## config.mk

```make
export PLATFORM = sky130hd
export DESIGN_NAME = voice_alloc
export DESIGN_NICKNAME = d
export VERILOG_FILES = /design/src/rtl/voice_alloc.sv
export SDC_FILE = /design/constraint.sdc
export NUM_CORES = 1
export LEC_CHECK = 0
export CAP_MARGIN = 15
export CORE_UTILIZATION = 60
export CTS_CLUSTER_SIZE = 16
export DETAILED_ROUTE_END_ITERATION = 6
export HOLD_SLACK_MARGIN = 0.06
export PLACE_DENSITY = 0.85
export SLEW_MARGIN = 20
export SYNTH_ARGS = -nofsm -noshare
export SYNTH_HDL_FRONTEND = slang
export SYNTH_SLANG_ARGS = --single-unit
export TNS_END_PERCENT = 50
```

## constraint.sdc

```tcl
create_clock -name clk96 -period 14.65 [get_ports clk96]
set_clock_uncertainty 0.2 [all_clocks]
set_input_delay 2.93 -clock clk96 [delete_from_list [all_inputs] [get_ports clk96]]
set_output_delay 2.93 -clock clk96 [all_outputs]
set_load 0.05 [all_outputs]
```

## src/rtl/voice_alloc.sv

```systemverilog
// Polyphonic voice allocator: turns note on/off pulses into per-voice gate events,
// stealing the least recently allocated voice when every slot is busy.
module voice_alloc #(
  parameter int NVOICES = 8,
  parameter int VW      = 3
) (
  input  logic               clk96,
  input  logic               rst_n,
  input  logic               note_pressed,
  input  logic               note_released,
  input  logic [6:0]         note,
  input  logic [6:0]         velocity,
  input  logic [3:0]         channel,
  input  logic               panic,
  output logic               ev_valid,
  input  logic               ev_ready,
  output logic [VW-1:0]      ev_voice,
  output logic               ev_gate,
  output logic [6:0]         ev_note,
  output logic [6:0]         ev_velocity,
  output logic [NVOICES-1:0] voice_active,
  output logic               overflow
);

  typedef enum logic [1:0] {IDLE, LOOKUP, EMIT_OFF, EMIT_ON} state_t;

  state_t                       state;
  logic [NVOICES-1:0][6:0]      tnote;
  logic [NVOICES-1:0][3:0]      tchan;
  logic [NVOICES-1:0][VW-1:0]   tage;

  logic [6:0]    lat_note, lat_vel;
  logic [3:0]    lat_chan;
  logic          lat_press, pend_on;

  logic          do_press, do_rel;
  logic          hit, free;
  logic [VW-1:0] hit_idx, free_idx, old_idx, sel, max_age;

  // velocity 0 on a press is a release; a real press outranks a coincident release
  assign do_press = note_pressed && (velocity != 7'd0);
  assign do_rel   = note_released || (note_pressed && (velocity == 7'd0));

  always_comb begin
    hit = 1'b0; hit_idx = '0;
    free = 1'b0; free_idx = '0;
    for (int i = NVOICES-1; i >= 0; i--) begin
      if (voice_active[i] && tnote[i] == lat_note && tchan[i] == lat_chan) begin
        hit = 1'b1; hit_idx = VW'(i);
      end
      if (!voice_active[i]) begin
        free = 1'b1; free_idx = VW'(i);
      end
    end
    old_idx = '0; max_age = '0;
    for (int i = 0; i < NVOICES; i++) begin
      if (tage[i] > max_age) begin
        max_age = tage[i]; old_idx = VW'(i);
      end
    end
    sel = hit ? hit_idx : (free ? free_idx : old_idx);
  end

  always_ff @(posedge clk96 or negedge rst_n) begin
    if (!rst_n) begin
      state        <= IDLE;
      tnote        <= '0;
      tchan        <= '0;
      tage         <= '0;
      voice_active <= '0;
      lat_note     <= '0;
      lat_vel      <= '0;
      lat_chan     <= '0;
      lat_press    <= 1'b0;
      pend_on      <= 1'b0;
      ev_valid     <= 1'b0;
      ev_voice     <= '0;
      ev_gate      <= 1'b0;
      ev_note      <= '0;
      ev_velocity  <= '0;
      overflow     <= 1'b0;
    end else if (panic) begin
      state        <= IDLE;
      voice_active <= '0;
      tage         <= '0;
      pend_on      <= 1'b0;
      ev_valid     <= 1'b0;
    end else begin
      if ((note_pressed || note_released) && state != IDLE)
        overflow <= 1'b1;
      case (state)
        IDLE: begin
          if (do_press || do_rel) begin
            lat_note  <= note;
            lat_vel   <= velocity;
            lat_chan  <= channel;
            lat_press <= do_press;
            state     <= LOOKUP;
          end
        end
        LOOKUP: begin
          if (lat_press) begin
            // ages stay a dense 0..k-1 ranking of the active slots
            for (int i = 0; i < NVOICES; i++)
              if (voice_active[i] && VW'(i) != sel &&
                  (!voice_active[sel] || tage[i] < tage[sel]))
                tage[i] <= tage[i] + VW'(1);
            tage[sel]         <= '0;
            voice_active[sel] <= 1'b1;
            tnote[sel]        <= lat_note;
            tchan[sel]        <= lat_chan;
            ev_voice          <= sel;
            ev_valid          <= 1'b1;
            if (!hit && !free) begin
              ev_gate     <= 1'b0;
              ev_note     <= tnote[sel];
              ev_velocity <= '0;
              pend_on     <= 1'b1;
              state       <= EMIT_OFF;
            end else begin
              ev_gate     <= 1'b1;
              ev_note     <= lat_note;
              ev_velocity <= lat_vel;
              state       <= EMIT_ON;
            end
          end else if (hit) begin
            for (int i = 0; i < NVOICES; i++)
              if (voice_active[i] && VW'(i) != hit_idx && tage[i] > tage[hit_idx])
                tage[i] <= tage[i] - VW'(1);
            tage[hit_idx]         <= '0;
            voice_active[hit_idx] <= 1'b0;
            ev_voice    <= hit_idx;
            ev_gate     <= 1'b0;
            ev_note     <= lat_note;
            ev_velocity <= '0;
            ev_valid    <= 1'b1;
            pend_on     <= 1'b0;
            state       <= EMIT_OFF;
          end else begin
            state <= IDLE;
          end
        end
        EMIT_OFF: begin
          if (ev_ready) begin
            if (pend_on) begin
              ev_gate     <= 1'b1;
              ev_note     <= lat_note;
              ev_velocity <= lat_vel;
              pend_on     <= 1'b0;
              state       <= EMIT_ON;
            end else begin
              ev_valid <= 1'b0;
              state    <= IDLE;
            end
          end
        end
        EMIT_ON: begin
          if (ev_ready) begin
            ev_valid <= 1'b0;
            state    <= IDLE;
          end
        end
        default: state <= IDLE;
      endcase
    end
  end

endmodule

```

==> metrics.txt <==
Routed Antenna Nets=0; Worst-Skew Late Latency=0.44 ns; flops & latches, synth=162; hold endpoint=overflow$_DFFE_PN0P_; # hold bufs at CTS=0; FFs w/ async S/R, synth=100%; Area growth, synth to finish=8.23%; final hold violations=0; f_max=84.3 MHz; Die Ht=145 um; TritonCTS clock tree=yes; vias in the first global route=10,034; WS Path Type=register to register; Worst EP required=14.76 ns; Residual DRC=0; Die W=145 um; Clock transition at path regs=0.06 ns; Pint=972 uW; commonest non-fill, non-tap cell in the layout=dfrtp_1; H-tree levels=4; RSZ-0062 raised after global routing=false; Worst Tran Pin Value=1.12 ns; setup TNS=0 ns; first-pass GRT wire length=54,000 um; WHS Path Cells=2; initial DRC count=1,108; crit path DAT=11.98 ns; VDD IR max=116 uV; # IOs=52; GRT Resource Usage Total=33.9%; final slew viol count=0; Root Driver=clkbuf_16; Largest stage delay, worst path=0.58 ns; max-cap violations=0; Fin Hold WS=0.274 ns; setup bufs post-CTS=0; Relative slew margins=25.2%; Tmin final=11.86 ns; final WL=34,300 um; syn nets=1,390; Ys Warns=0; Final HPWL DP=24,100 um; final worst-path cycle share=81.0%; Hold Crit Start=overflow$_DFFE_PN0P_; FP Rows=51; Vias per Instance=6.70; HP Class=register to register; clk buf depth=2; TritonRoute pass-1 iters=5; cell mode on critical path=ha_1; initial core utilization=62.0%; area of the multi-input gates=7530 um^2; P per Cell Area=123 nW/um^2; final worst slack=2.79 ns; DR WL/cell=21.9 um; switching share of power=40.1%; pin count of the biggest net entering global routing=78; grt ovf=0; Yosys cell types=87; I/O Buffers=51; gp weighted congestion=0.971; Comb pwr share=34.4%; worst r2r src=tage[0]$_DFFE_PN0P_; Static Leak=5.35 nW; outcome=finished clean; total core area=19,700 um^2; Final nets=1,389; sequential power share=38.9%; fraction of layout cells with a size suffix above 1=16.2%; EDFF count, synth=0; clk sink count=162; Cells after DPL=1,537; FF-to-FF path depth=41; initial antenna violation count=0; Critical Path Fanout Max=41; clock power share=26.7%; CP startpoint kind=register; CP max-delay cell=buf_4; Main synth FF type=dfrtp_1; full die area=21,000 um^2; Reg area=4050 um^2; Setup WS pre-CTS=3.05 ns; type of destination of the critical path=register; sw power=651 uW; Crit Reg-Reg Endpoint=tage[15]$_DFFE_PN0P_; # fillers=1,509; Avg Synthesized Cell Area=9.47 um^2; register area share after synthesis=33.1%; Finished Layout Cells=1,569; R2R Setup Slk=2.79 ns; commonest cells after routing, fill and taps aside=dfrtp_1 (162), mux2_2 (125), nand2_1 (103); number of diodes=0; Mapped Cells=1,292; CTS Buf Count=17; cell area after synthesis=12,200 um^2; Post-CTS Resized=0; # setup viols final=0; via count=10,519
layer usage:
metal	track usage, %	vias up	routed length [um]
met5	0	-	0
met4	15.2	0	1400
met3	5.82	132	2680
met2	56.0	577	16500
met1	43.6	5089	13700
li1	-	4721	-
critical path, delay by kind of cell (launching register included):
family | cells | cell delay (ns)
fa+ha+maj | 8 | 2.08
buf+inv | 2 | 0.73
compound gates | 14 | 4.23
mux | 7 | 2.54
simple gates | 10 | 1.41
flops | 1 | 0.53
registers in the layout (all words and copies together) (netlist names):
name and flops:
tnote 56, tchan 32, tage 24, voice_active 8, ev_note 7, ev_velocity 7
lat_note 7, lat_vel 7, lat_chan 4, ev_voice 3, state 2, ev_gate 1
ev_valid 1, lat_press 1, overflow 1, pend_on 1
cells in the mapped netlist (all sizes together), types with 13 or more instances:
| master | number | area [um^2] |
|---|---|---|
| a21o | 13 | 98.9 |
| a21oi | 85 | 444 |
| a31oi | 15 | 93.8 |
| buf | 41 | 325 |
| clkbuf | 41 | 154 |
| dfrtp | 162 | 4050 |
| ha | 74 | 926 |
| inv | 48 | 180 |
| mux2 | 129 | 1460 |
| mux2i | 42 | 433 |
| nand2 | 103 | 387 |
| nand3 | 38 | 190 |
| nand4 | 55 | 350 |
| nor2 | 77 | 292 |
| nor3 | 37 | 200 |
| o211ai | 26 | 195 |
| o21ai | 54 | 274 |
| xnor2 | 90 | 818 |
kinds of logic (layout without fill, tap and decap cells):
| group | Yosys count | after routing | share of synthesized area, % |
|---|---|---|---|
| simple gates | 384 | 384 | 16.0 |
| compound gates | 280 | 280 | 15.7 |
| mux | 171 | 171 | 15.5 |
| flops | 162 | 162 | 33.1 |
| buf+inv | 130 | 142 | 5.39 |
| xor+xnor | 90 | 90 | 6.69 |
| fa+ha+maj | 75 | 75 | 7.66 |
stage by stage:
step	utilization, %	instance area [um^2]	power [mW]
3_5_place_dp	64.3	12700	1.18
6_report	67.2	13200	1.62
3_3_place_gp	64.3	12700	1.16
4_1_cts	67.2	13200	1.62
2_1_floorplan	-	12200	1.03
5_1_grt	67.2	13200	1.70
power by group through the flow:
| stage | clock network [mW] | registers, mW | logic [mW] |
|---|---|---|---|
| 6_report | 0.433 | 0.631 | 0.559 |
| 5_1_grt | 0.454 | 0.640 | 0.601 |
| 4_1_cts | 0.436 | 0.628 | 0.553 |
| 3_5_place_dp | 0 | 0.635 | 0.548 |
| 3_3_place_gp | 0 | 0.629 | 0.532 |
| 2_1_floorplan | 0 | 0.642 | 0.386 |
area by class of cell:
class | instances | area share [%]
Clock buffer | 21 | 3.48
Clock inverter | 11 | 0.709
Inverter | 48 | 1.36
Multi-Input combinational cell | 1000 | 56.8
Sequential cell | 162 | 30.6
Tap cell | 265 | 2.50
Timing Repair Buffer | 62 | 4.49
worst max-delay path by stage:
| stage | start | endpoint | slack [ns] | cells after the start |
|---|---|---|---|---|
| global placement | tage[0]$_DFFE_PN0P_ | tage[15]$_DFFE_PN0P_ | 3.54 | 42 |
| CTS | tage[0]$_DFFE_PN0P_ | tage[15]$_DFFE_PN0P_ | 3.01 | 41 |
| detailed placement | tage[0]$_DFFE_PN0P_ | tage[15]$_DFFE_PN0P_ | 3.05 | 41 |
| finish | tage[0]$_DFFE_PN0P_ | tage[15]$_DFFE_PN0P_ | 2.79 | 41 |
| floorplan | tage[0]$_DFFE_PN0P_ | tage[4]$_DFFE_PN0P_ | 3.68 | 48 |
| global route | tage[0]$_DFFE_PN0P_ | tage[15]$_DFFE_PN0P_ | 2.14 | 41 |
Power figures use the tool's default switching activity.
